`src/rtl/zone_frame_sched.sv`:
```
// Frame sequencer for the ambient-light zone accumulators: stamps pixels with grid
// coordinates, issues clear/accumulate/snapshot strobes, then reads zones out to the LEDs.
module zone_frame_sched #(
   parameter int ROWS      = 72,
   parameter int COLS      = 128,
   parameter int NUM_ZONES = 32,
   parameter int LATCH_CYC = 5000
) (
   input  logic        clk,
   input  logic        rst,
   input  logic        pix_valid,
   input  logic        pix_sof,
   input  logic [23:0] pix_grb,
   output logic [23:0] grb_out,
   output logic [6:0]  row_now,
   output logic [6:0]  col_now,
   output logic        data_rd,
   output logic        acc_clr,
   output logic        snap,
   output logic [5:0]  zone_idx,
   output logic        led_valid,
   input  logic        led_ready,
   output logic        busy,
   output logic        frame_err,
   output logic [7:0]  drop_cnt
);
   localparam logic [2:0] S_IDLE  = 3'd0;
   localparam logic [2:0] S_ACCUM = 3'd1;
   localparam logic [2:0] S_SNAP  = 3'd2;
   localparam logic [2:0] S_SEND  = 3'd3;
   localparam logic [2:0] S_LATCH = 3'd4;

   localparam logic [6:0]    LAST_ROW  = 7'(ROWS - 1);
   localparam logic [6:0]    LAST_COL  = 7'(COLS - 1);
   localparam logic [5:0]    LAST_ZONE = 6'(NUM_ZONES - 1);
   localparam int            LW        = (LATCH_CYC > 1) ? $clog2(LATCH_CYC) : 1;
   localparam logic [LW-1:0] LAST_LAT  = LW'(LATCH_CYC - 1);

   logic [2:0]    state;
   logic          done;
   logic [6:0]    row_c, col_c;
   logic [LW-1:0] lat_cnt;
   logic          s1_vld, s1_last, s2_last;
   logic [23:0]   s1_grb;
   logic [6:0]    s1_row, s1_col;
   logic          sof_in, accept, restart, at_last, dropping;
   logic [6:0]    pix_row, pix_col;

   // done: last pixel taken, waiting for its accumulate strobe before snapshotting
   always_comb begin
      sof_in  = pix_valid & pix_sof;
      accept  = 1'b0;
      restart = 1'b0;
      if (state == S_IDLE) begin
         accept = sof_in;
      end else if (state == S_ACCUM && !done) begin
         accept  = pix_valid;
         restart = sof_in;
      end
      pix_row  = sof_in ? 7'd0 : row_c;
      pix_col  = sof_in ? 7'd0 : col_c;
      at_last  = (pix_row == LAST_ROW) && (pix_col == LAST_COL);
      dropping = sof_in && ((state == S_ACCUM && done) || state == S_SNAP ||
                            state == S_SEND || state == S_LATCH);
   end

   assign snap      = (state == S_SNAP);
   assign led_valid = (state == S_SEND);
   assign busy      = (state != S_IDLE);

   always_ff @(posedge clk or negedge rst) begin
      if (!rst) begin
         acc_clr   <= 1'b0;
         frame_err <= 1'b0;
         s1_vld    <= 1'b0;
         s1_last   <= 1'b0;
         s2_last   <= 1'b0;
         s1_grb    <= '0;
         s1_row    <= '0;
         s1_col    <= '0;
         row_c     <= '0;
         col_c     <= '0;
         data_rd   <= 1'b0;
         grb_out   <= '0;
         row_now   <= '0;
         col_now   <= '0;
         drop_cnt  <= '0;
      end else begin
         acc_clr   <= accept & sof_in;
         frame_err <= restart;
         s1_vld    <= accept;
         s1_last   <= accept & at_last;
         s2_last   <= s1_last;
         data_rd   <= s1_vld;
         if (accept) begin
            s1_grb <= pix_grb;
            s1_row <= pix_row;
            s1_col <= pix_col;
            if (pix_col == LAST_COL) begin
               col_c <= 7'd0;
               row_c <= pix_row + 7'd1;
            end else begin
               col_c <= pix_col + 7'd1;
               row_c <= pix_row;
            end
         end
         if (s1_vld) begin
            grb_out <= s1_grb;
            row_now <= s1_row;
            col_now <= s1_col;
         end
         if (dropping && drop_cnt != 8'hFF) drop_cnt <= drop_cnt + 8'd1;
      end
   end

   always_ff @(posedge clk or negedge rst) begin
      if (!rst) begin
         state    <= S_IDLE;
         done     <= 1'b0;
         zone_idx <= '0;
         lat_cnt  <= '0;
      end else begin
         case (state)
            S_IDLE: if (accept) begin
               state <= S_ACCUM;
               done  <= at_last;
            end
            S_ACCUM: begin
               if (accept && at_last) done <= 1'b1;
               if (s2_last) begin
                  state <= S_SNAP;
                  done  <= 1'b0;
               end
            end
            S_SNAP: begin
               state    <= S_SEND;
               zone_idx <= '0;
            end
            S_SEND: if (led_ready) begin
               if (zone_idx == LAST_ZONE) begin
                  state    <= S_LATCH;
                  zone_idx <= '0;
                  lat_cnt  <= '0;
               end else begin
                  zone_idx <= zone_idx + 6'd1;
               end
            end
            S_LATCH: begin
               if (lat_cnt == LAST_LAT) state <= S_IDLE;
               else lat_cnt <= lat_cnt + LW'(1);
            end
            default: state <= S_IDLE;
         endcase
      end
   end
endmodule

```
`config.mk`:
```
export PLATFORM = sky130hd
export DESIGN_NAME = zone_frame_sched
export DESIGN_NICKNAME = d
export VERILOG_FILES = /design/src/rtl/zone_frame_sched.sv
export SDC_FILE = /design/constraint.sdc
export NUM_CORES = 1
export LEC_CHECK = 0
export ABC_AREA = 1
export BUFFER_PORTS_ARGS = -buffer_cell sky130_fd_sc_hd__buf_2
export CAP_MARGIN = 10
export CORE_ASPECT_RATIO = 0.5
export CORE_MARGIN = 3
export CORE_UTILIZATION = 51
export DETAILED_ROUTE_END_ITERATION = 16
export PLACE_DENSITY = 0.84
export SLEW_MARGIN = 20
export SYNTH_ARGS = -nofsm -noshare
export SYNTH_HDL_FRONTEND = slang
export SYNTH_SLANG_ARGS = --single-unit
```
`constraint.sdc`:
```
create_clock -name clk -period 1.4 [get_ports clk]
set_input_delay 0.14 -clock clk [delete_from_list [all_inputs] [get_ports clk]]
set_output_delay 0.14 -clock clk [all_outputs]
set_load 0.02 [all_outputs]
```
Yosys cells after proc, flatten, opt, wreduce, memory -nomap -nowiden. Index checks and enable logic that the tools add are counted.

Add/subtract/negate cells: 5. Multiply operators: 0. Divide/modulo/power cells: 0. Order comparisons: 0. Equal/unequal tests: 16. Shift-type cells: 0. Mux-type cells: 25. Bitwise logic cells: 3. Reductions and logical operators: 19.

Operators by type and width (number): 2-to-1 mux 13 bit (3); 2-to-1 mux 7 bit (4); one-hot mux 13 bit (2 select lines) (1); 2-to-1 mux 3 bit (5); one-hot mux 3 bit (5 select lines) (1); adder 7 x 1 -> 7 bit (second input constant) (2); == test 7 bit (second input constant) (2); adder 13 x 1 -> 13 bit (second input constant) (1); == test 13 bit (second input constant) (1); 2-to-1 mux 6 bit (2); one-hot mux 6 bit (2 select lines) (1); adder 8 x 1 -> 8 bit (second input constant) (1); != test 8 bit (second input constant) (1); 2-to-1 mux 1 bit (7); adder 6 x 1 -> 6 bit (second input constant) (1); == test 3 x 2 -> 1 bit (second input constant) (2); == test 6 x 5 -> 1 bit (second input constant) (1); logical AND 1 bit (6); != test 2 x 1 -> 1 bit (second input constant) (3); != test 2 bit (second input constant) (3); nonzero test 2 bit (3); AND reduction 5 bit (1); AND reduction 4 bit (1); AND 1 bit (3); 10 further kinds (12).

Register bits after elaboration: 127. Bits in latches: 0. Memory bits (writable): 0. Bits in read-only memories: 0. Bits of input ports: 29. Output and inout bits: 58. Logic and storage cells: 87. Memories kept: 0.

Logic depth before layout (Yosys ltp). Gate-level depths: netlist of run 1.

Depth in word-level cells: 8. Mapped depth: 14. Gate-level depth less buffers: 13.

Least setup slack after synthesis of run 1. OpenSTA, ideal clock, no wires.

Path kind: input to register. Start point: in pix_valid. End point: reg row_c[2]. Library setup time: 0.080 ns. Arrival: 1.623 ns. Required time: 1.320 ns. Setup slack: -0.303 ns. Stages on the path: 12. Path buffers: 1. Cells stage by stage: nand2_1 > inv_1 > buf_2 > nor2_1 > ha_1 > nand2_1 > inv_1 > nand3_1 > nor2_4 > nand2_1 > nor2_1 > xnor2_1.

Longest elaborated chain between the ends: 4. Elaborated cells on any way between the ends: 8. Those cells by class: add/sub: 1; eq/ne: 1; mux: 5; bitwise: 1.

Ends and longest elaborated chain: start, declared (RTL line 11) `input logic pix_valid,`; AND 1 bit (RTL line 51) `sof_in = pix_valid & pix_sof;`; 2-to-1 mux 7 bit (RTL line 61) `pix_col = sof_in ? 7'd0 : col_c;`; via pix_col[0] (RTL line 47) `logic [6:0] pix_row, pix_col;`; == test 7 bit (RTL line 99) `if (pix_col == LAST_COL) begin`; 2-to-1 mux 7 bit (RTL line 99); end signal, assigned (RTL line 101) `row_c <= pix_row + 7'd1;`; end signal, assigned (RTL line 104) `row_c <= pix_row;`; end, declared (RTL line 41) `logic [6:0] row_c, col_c;`.

The timed path passes the listed nets, and every way through them passes these cells. A chain may end at the register's enable or synchronous reset.

Worst setup path in the final report of run 1.
Start point: reg col_c[0]. End point: reg row_c[3].

Longest elaborated chain between the ends: 3.

Ends and longest elaborated chain: start, declared (RTL line 41); start signal, assigned (RTL line 103) `col_c <= pix_col + 7'd1;`; 2-to-1 mux 7 bit (RTL line 61); via pix_col[0] (RTL line 47); == test 7 bit (RTL line 99); 2-to-1 mux 7 bit (RTL line 99).

The timed path passes the listed nets, and every way through them passes these cells.

==> metrics.md, run 1 <==
| Metric | Value |
|---|---|
| Final Hold Vio Count | `0` |
| Hold Path End | `zone_idx[0]` |
| Routability Congestion | `0.8762` |
| Min Tclk post-route | `1858 ps` |
| Status | `complete, but fails checks` |
| Most frequent cells after synthesis | `nand2_1 (175), dfrtp_1 (127), nor2_1 (69)` |
| Part of the power in combinational logic | `0.478` |
| Most numerous cell in the Yosys netlist | `nand2_1` |
| Int Power | `11.94 mW` |
| Initial core utilization | `0.5411` |
| Worst setup SP type | `flop` |
| WHS Path Cells | `4` |
| GRT busiest layer | `met2` |
| Area leader, netlist | `dfrtp_1` |
| Critical Path Max Stage Delay | `380 ps` |
| Initial antenna violation count | `0` |
| Root buffer cell | `clkbuf_16` |
| CTS tree | `yes` |
| Num rows | `26` |
| Final setup fails | `84` |
| Synthesized-area fraction occupied by adder cells | `0.01094` |
| Gr usage total | `0.3293` |
| Syn Nets | `674` |
| Slew margin rel. | `0.6890` |
| Mapped Cells | `640` |
| Final Cell Area | `9099 µm²` |
| Final Util | `0.8606` |
| MaxCap Viol Count | `0` |
| Num CTS Buffers | `17` |
| Final net count | `896` |
| Grt total ovfl | `0` |
| Reg2reg setup slack | `-460 ps` |
| Critical path endpoint category | `flop` |
| Reg2reg end | `row_c[3]` |
| Die H | `80.89 µm` |
| Setup TNS | `-16850 ps` |
| P_leak | `4.340 nW` |
| Post-Synth Simple-Gate Area | `0.2268` |
| Setup ws final | `-457.6 ps` |
| Sequential cell area fraction in the yosys report | `0.5556` |
| Worst-path cell chain | `inv_2 > nor2_4 > ha_4 > nand2_4 > inv_4 > nand3_4 > nor2_4 > buf_6 > nand2_8 > nor2_4 > xnor2_1` |
| GR Util met2 | `0.5485` |
| Clk pwr share | `0.233` |
| Failing checks | `negative setup slack` |
| Total number of cells along the worst setup path | `11` |
| Clk buf depth | `2` |
| Largest net degree at the start of global routing | `53` |
| First-pass GRT wire length | `31770 µm` |
| Yosys warns | `0` |
| Sw frac | `0.4225` |
| FF+latch count, synth | `127` |
| Met1 Track Usage GR | `0.3910` |
| Multi-input logic area | `2990 µm²` |
| H-tree levels | `4` |
| CP max-delay cell | `dfrtp_1` |
| CP max FO | `4` |
| Crit Path Class | `flop to flop` |
| Fmax achieved | `538.3 MHz` |
| Worst Hold Launch | `led_ready` |
| Hold slack | `122.9 ps` |
| Worst reg2reg path depth | `11` |
| Layout cells sized above 1 | `0.4954` |
| WP data required | `1750 ps` |
| Area occupied by registers | `3188 µm²` |
| Design Power | `20.67 mW` |
| Buffers on Ports | `86` |
| Max VDD drop | `0.001378 V` |
| Total number of vias | `6493` |
| Asr flop ratio synth | `1.000` |
| Detail Route Antenna Nets | `0` |
| Met3 usage | `0.08781` |
| Post-Syn Area | `5720 µm²` |
| Post-synth cell types | `35` |
| Fill count | `398` |
| Clock slew seen by the registers of the worst setup and hold paths | `60 ps` |
| Top Ports | `87` |
| HPWL after DPL | `9173 µm` |
| Post-placement cell area | `6790 µm²` |
| Crit path buf inv count | `3` |
| Vias per inst | `6.403` |
| WL per Instance | `25.11 µm` |
| Vias in the first global route | `5901` |
| Iteration-0 DRC count of the detailed router | `910` |
| Final period util | `1.327` |
| # DRC | `0` |
| Clk_lat worst skew | `440 ps` |
| Area grow syn2layout | `59.06%` |
| Die area | `12600 µm²` |
| EDFF count, synth | `0` |
| Post-synthesis compound-gate area fraction | `0.07065` |
| Final clock skew | `14.96 ps` |
| Synth Area in XOR/XNOR | `0.03368` |
| Sw power | `8.732 mW` |
| Largest family of logic cells by synthesized area | `simple AND/OR/NAND/NOR gates` |
| Most frequent CP cell | `nor2_4` |
| CTS Sinks | `127` |
| Post-synth top flop | `dfrtp_1` |
| Worst endpoint data arrival time | `2210 ps` |
| Syn Area/Cell | `8.938 µm²` |
| Die width | `155.8 µm` |
| RSZ-0062 raised after global routing | `true` |
| Number of antenna diodes | `0` |
| TritonRoute pass-1 iters | `7` |
| Mux contribution to synthesized area | `0.03346` |
| Hold Path Class | `input port to flop` |
| Pwr Density | `2272 nW/µm²` |
| Pins over their slew limit | `0` |
| Top cells by area, synth | `dfrtp_1 (56%), nand2_1 (11%), nor2_1 (4.5%)` |
| Area of the core | `10570 µm²` |
| Sequential power share | `0.289` |
| Worst R2R Start | `col_c[0]` |
| Top-area cell type share of the netlist area | `0.5556` |
| Routed WL | `25470 µm` |
| Slew @ Worst Pin | `465.1 ps` |
| CP delay by family, top | `simple AND/OR/NAND/NOR gates` |
-- registers in the layout, summed over array words and instances, names as in the netlist, 6 cells and up --
register  cells
lat_cnt      13
col_now       7
col_c         7
row_now       7
s1_grb       24
row_c         7
drop_cnt      8
grb_out      24
s1_row        7
zone_idx      6
s1_col        7
-- cells by family (layout without fill, tap and decap cells) --
group                      count (synthesis)  after routing
AOI/OAI and AO/OA                         75             76
xor gates and xnor gates                  22             22
adders and majority gates                  5              5
buffers and inverters                     93            324
DFF                                      127            127
muxes                                     17             17
and+or+nand+nor                          301            303
-- stage by stage --
step           setup slack [ps]  std cells
2_1_floorplan            -25.52        640
3_3_place_gp             -146.2        906
3_5_place_dp             -279.9        906
4_1_cts                  -172.1        991
5_1_grt                  -460.8       1014
6_report                 -457.6       1014
-- how the worst max path moves through the flow --
stage / startpoint / endpoint
final: col_c[0] / row_c[3]
after global routing: col_c[0] / row_c[3]
after detailed placement: pix_valid / row_c[2]
after floorplan: pix_valid / row_c[2]
after CTS: col_c[1] / col_c[5]
after global placement: pix_valid / done
-- worst reg2reg max path, cell delays in order (launching register included) --
cell and delay (ps):
dfrtp_1 380, inv_2 80, nor2_4 140, ha_4 180, nand2_4 60, inv_4 60
nand3_4 80, nor2_4 190, buf_6 170, nand2_8 90, nor2_4 200, xnor2_1 160
-- layer usage --
metal,share of wire,wire [µm]
met2,0.44,11180
met5,0.0016,40
met3,0.13,3299
met4,0.089,2257
met1,0.34,8689
-- power by group through the flow --
stage	clock network (mW)	logic, mW	registers [mW]
2_1_floorplan	0	2.98	6.39
6_report	4.82	9.87	5.98
5_1_grt	4.97	10.2	6.04
4_1_cts	4.66	7.60	5.73
3_3_place_gp	0	5.57	5.63
3_5_place_dp	0	5.83	5.70
-- final cells by class --
cell class                      instances  area share
Timing Repair Buffer                  219      0.1980
Sequential cell                       127      0.3504
Inverter                               74     0.03617
Clock buffer                           21     0.04950
Tap cell                              140     0.01925
Multi-Input combinational cell        423      0.3287
Clock inverter                         10     0.01801
-- cells in the final DEF (no fill, tap or decap), types with 3 or more instances in the layout --
| cell type | n |
|---|---|
| dfrtp_1 | 119 |
| nand2_1 | 108 |
| buf_2 | 82 |
| buf_4 | 68 |
| nand2_2 | 53 |
| inv_1 | 50 |
| nor2_1 | 45 |
| buf_6 | 28 |
| dlygate4sd3_1 | 25 |
| a21oi_1 | 22 |
| o21ai_2 | 22 |
| nor2_4 | 21 |
| clkbuf_16 | 18 |
| nand3_1 | 17 |
| mux2_2 | 17 |
| xor2_1 | 15 |
| nand2_4 | 14 |
| inv_2 | 13 |
| buf_12 | 13 |
| o21ai_1 | 12 |
| nor2_2 | 10 |
| nand2_8 | 8 |
| nand4_1 | 8 |
| dfrtp_2 | 8 |
| inv_4 | 7 |
| nand3_2 | 7 |
| o21ai_0 | 6 |
| nand3_4 | 5 |
| o21ai_4 | 5 |
| xnor2_1 | 4 |
| ha_4 | 4 |
| bufinv_16 | 4 |
| nor3_1 | 3 |
| clkinv_4 | 3 |
| clkbuf_1 | 3 |
-- timing repair --
item	CTS	global route
pin swaps	41	53
resized for setup	133	159
hold endpoints to repair	50	0
endpoints found under the setup margin	64	87
setup buffers	25	28
gates cloned	4	2
hold buffers	25	0
(Power assumes the default switching activity.)
==> inputs of run 2 (changes only) <==
- CORE_ASPECT_RATIO: 0.5 -> 1.5
==> metrics.md, run 2 (synthesis results as in run 1) <==
| Metric | Value |
|---|---|
| Status | `complete, but fails checks` |
| Failing checks | `negative setup slack` |
| Largest net degree at the start of global routing | `66 (+25%)` |
| Vias in the first global route | `5602 (-5.1%)` |
| CTS tree | `yes` |
| Clk buf depth | `2 (unchanged)` |
| Fmax achieved | `574.2 MHz (+6.7%)` |
| Die area | `12550 µm² (-0.40%)` |
| Setup TNS | `-11850 ps (+4997 ps)` |
| P_leak | `4.341 nW (about the same)` |
| Met1 Track Usage GR | `0.2890 (-0.1020)` |
| Clk_lat worst skew | `420 ps (-20 ps)` |
| Met3 usage | `0.05559 (-0.03223)` |
| Final std cells w/o fill | `1008 (-0.59%)` |
| Crit Path Class | `flop to flop` |
| Slew margin rel. | `0.7736 (+0.08459)` |
| Top Ports | `87 (unchanged)` |
| Initial antenna violation count | `0 (unchanged)` |
| Pwr Density | `2186 nW/µm² (-3.8%)` |
| Grt total ovfl | `0 (unchanged)` |
| Die width | `92.48 µm (-41%)` |
| Root buffer cell | `clkbuf_16` |
| WL per Instance | `19.32 µm (-23%)` |
| Hold Path Class | `input port to flop` |
| Iteration-0 DRC count of the detailed router | `466 (-49%)` |
| Setup ws final | `-341.5 ps (+116.1 ps)` |
| Clock slew seen by the registers of the worst setup and hold paths | `60 ps (about the same)` |
| Final clock skew | `12.43 ps (-2.532 ps)` |
| Min Tclk post-route | `1742 ps (-116.1 ps)` |
| Buffers on Ports | `86 (unchanged)` |
| Final Hold Vio Count | `0 (unchanged)` |
| RSZ-0062 raised after global routing | `true` |
| Initial core utilization | `0.5315 (-0.009561)` |
| Worst endpoint data arrival time | `2050 ps (-160 ps)` |
| Vias per inst | `5.599 (-13%)` |
| GRT busiest layer | `met2` |
| Number of antenna diodes | `0 (unchanged)` |
| Worst slack, placed | `-231.7 ps (+48.24 ps)` |
| Largest regs | `grb_out x24, s1_grb x24, lat_cnt x13` |
| CTS Sinks | `127 (unchanged)` |
| HPWL after DPL | `9389 µm (+2.4%)` |
| Num CTS Buffers | `17 (unchanged)` |
| H-tree levels | `4 (unchanged)` |
| Final setup fails | `83 (-1.2%)` |
| MaxCap Viol Count | `0 (unchanged)` |
| First-pass GRT wire length | `26290 µm (-17%)` |
| Multi-input logic area | `2874 µm² (-3.9%)` |
| Worst setup SP type | `flop` |
| Final Util | `0.8243 (-0.03625)` |
| Commonest non-fill, non-tap cells in the layout | `dfrtp_1 (120), nand2_1 (111), buf_2 (82), buf_4 (63), inv_1 (59)` |
| Die H | `135.7 µm (+68%)` |
| Area occupied by registers | `3187 µm² (about the same)` |
| Placed cell count | `911 (+0.55%)` |
| Pins over their slew limit | `0 (unchanged)` |
| Gr usage total | `0.2664 (-0.06289)` |
| Num rows | `46 (+77%)` |
| Hold slack | `116.5 ps (-6.390 ps)` |
| Layout cells sized above 1 | `0.4549 (-0.04056)` |
| Commonest non-fill, non-tap cell in the layout | `dfrtp_1` |
| Routed WL | `19470 µm (-24%)` |
| Critical path endpoint category | `flop` |
| Final net count | `885 (-1.2%)` |
| Final period util | `1.244 (-0.08293)` |
| Max VDD drop | `0.001464 V (+6.2%)` |
| Area of the core | `10760 µm² (+1.8%)` |
| Slew @ Worst Pin | `339.6 ps (-125.5 ps)` |
| Fill count | `524 (+32%)` |
| GR Util met2 | `0.4732 (-0.07533)` |
| TritonRoute pass-1 iters | `5 (-2)` |
| Detail Route Antenna Nets | `0 (unchanged)` |
| WP data required | `1710 ps (-40 ps)` |
| Area grow syn2layout | `55.10%` |
| CP max FO | `2 (-2)` |
| Total number of vias | `5644 (-13%)` |
| Routability Congestion | `0.9027 (+3.0%)` |
| # DRC | `0 (unchanged)` |
==> run 2: cell types whose count changed in the layout (fill, tap and decap cells not counted), moves of 3 or more <==
cell and delta:
nor2_4 -6, buf_12 -4, inv_1 +9, buf_4 -5
clkbuf_16 +3, inv_6 +4, nand2_1 +3, nor2_1 +8
inv_4 -5, nand2_2 -11, nand2_4 +9, buf_6 -6
==> run 2: cell type report <==
type                            instances  area share
Inverter                               74     0.03385
Clock buffer                           18     0.04837
Timing Repair Buffer                  206      0.1890
Multi-Input combinational cell        423      0.3239
Timing Repair inverter                  2    0.002538
Sequential cell                       127      0.3592
Clock inverter                         14     0.02285
Tap cell                              144     0.02031
==> run 2: worst max-delay path, stage by stage, from the launching register on <==
cell	delay, ps
dfrtp_1	390
nand2_1	100
inv_1	130
ha_2	210
nand2_1	60
nor2_1	120
nand2_1	100
nor2_4	130
nand3_4	90
nand2_2	90
nand2_1	60
nand2_1	80
nand2_1	70
==> run 2: what timing repair did <==
item                                    CTS  global route
pin swaps                                22            41
cloned                                    3             8
gates resized for setup                  59           164
endpoints found under the setup margin   68            87
endpoints found under the hold margin    86             0
hold buffers                             25             0
setup buffers                            13            17
==> run 2: final timing paths <==
check	slack, ps	cells after the start	start	to
worst max register to register	-340	12	row_c[0]	done
max in group asynchronous	590	3	rst	s1_vld
worst max-delay path	-340	12	row_c[0]	done
min in group asynchronous	160	2	rst	frame_err
worst min-delay path	120	4	pix_sof	frame_err
worst min register to register	370	0	s1_last	s2_last
==> run 2: metal layers <==
layer | wire (µm) | part of all wire
met4 | 925 | 0.048
met3 | 1031 | 0.053
met2 | 10560 | 0.54
met5 | 0 | 0
met1 | 6955 | 0.36
==> run 2: power breakdown <==
part	switching, mW	internal (mW)
combinational	5.11	3.66
sequential	0.883	4.95
clock	1.78	3.01
==> run 2: metrics by stage <==
step           total power, mW  instance area (µm²)
2_1_floorplan            9.373                 5796
3_3_place_gp             11.24                 6803
3_5_place_dp             11.53                 6803
4_1_cts                  17.07                 8050
5_1_grt                  20.21                 8872
6_report                 19.39                 8872
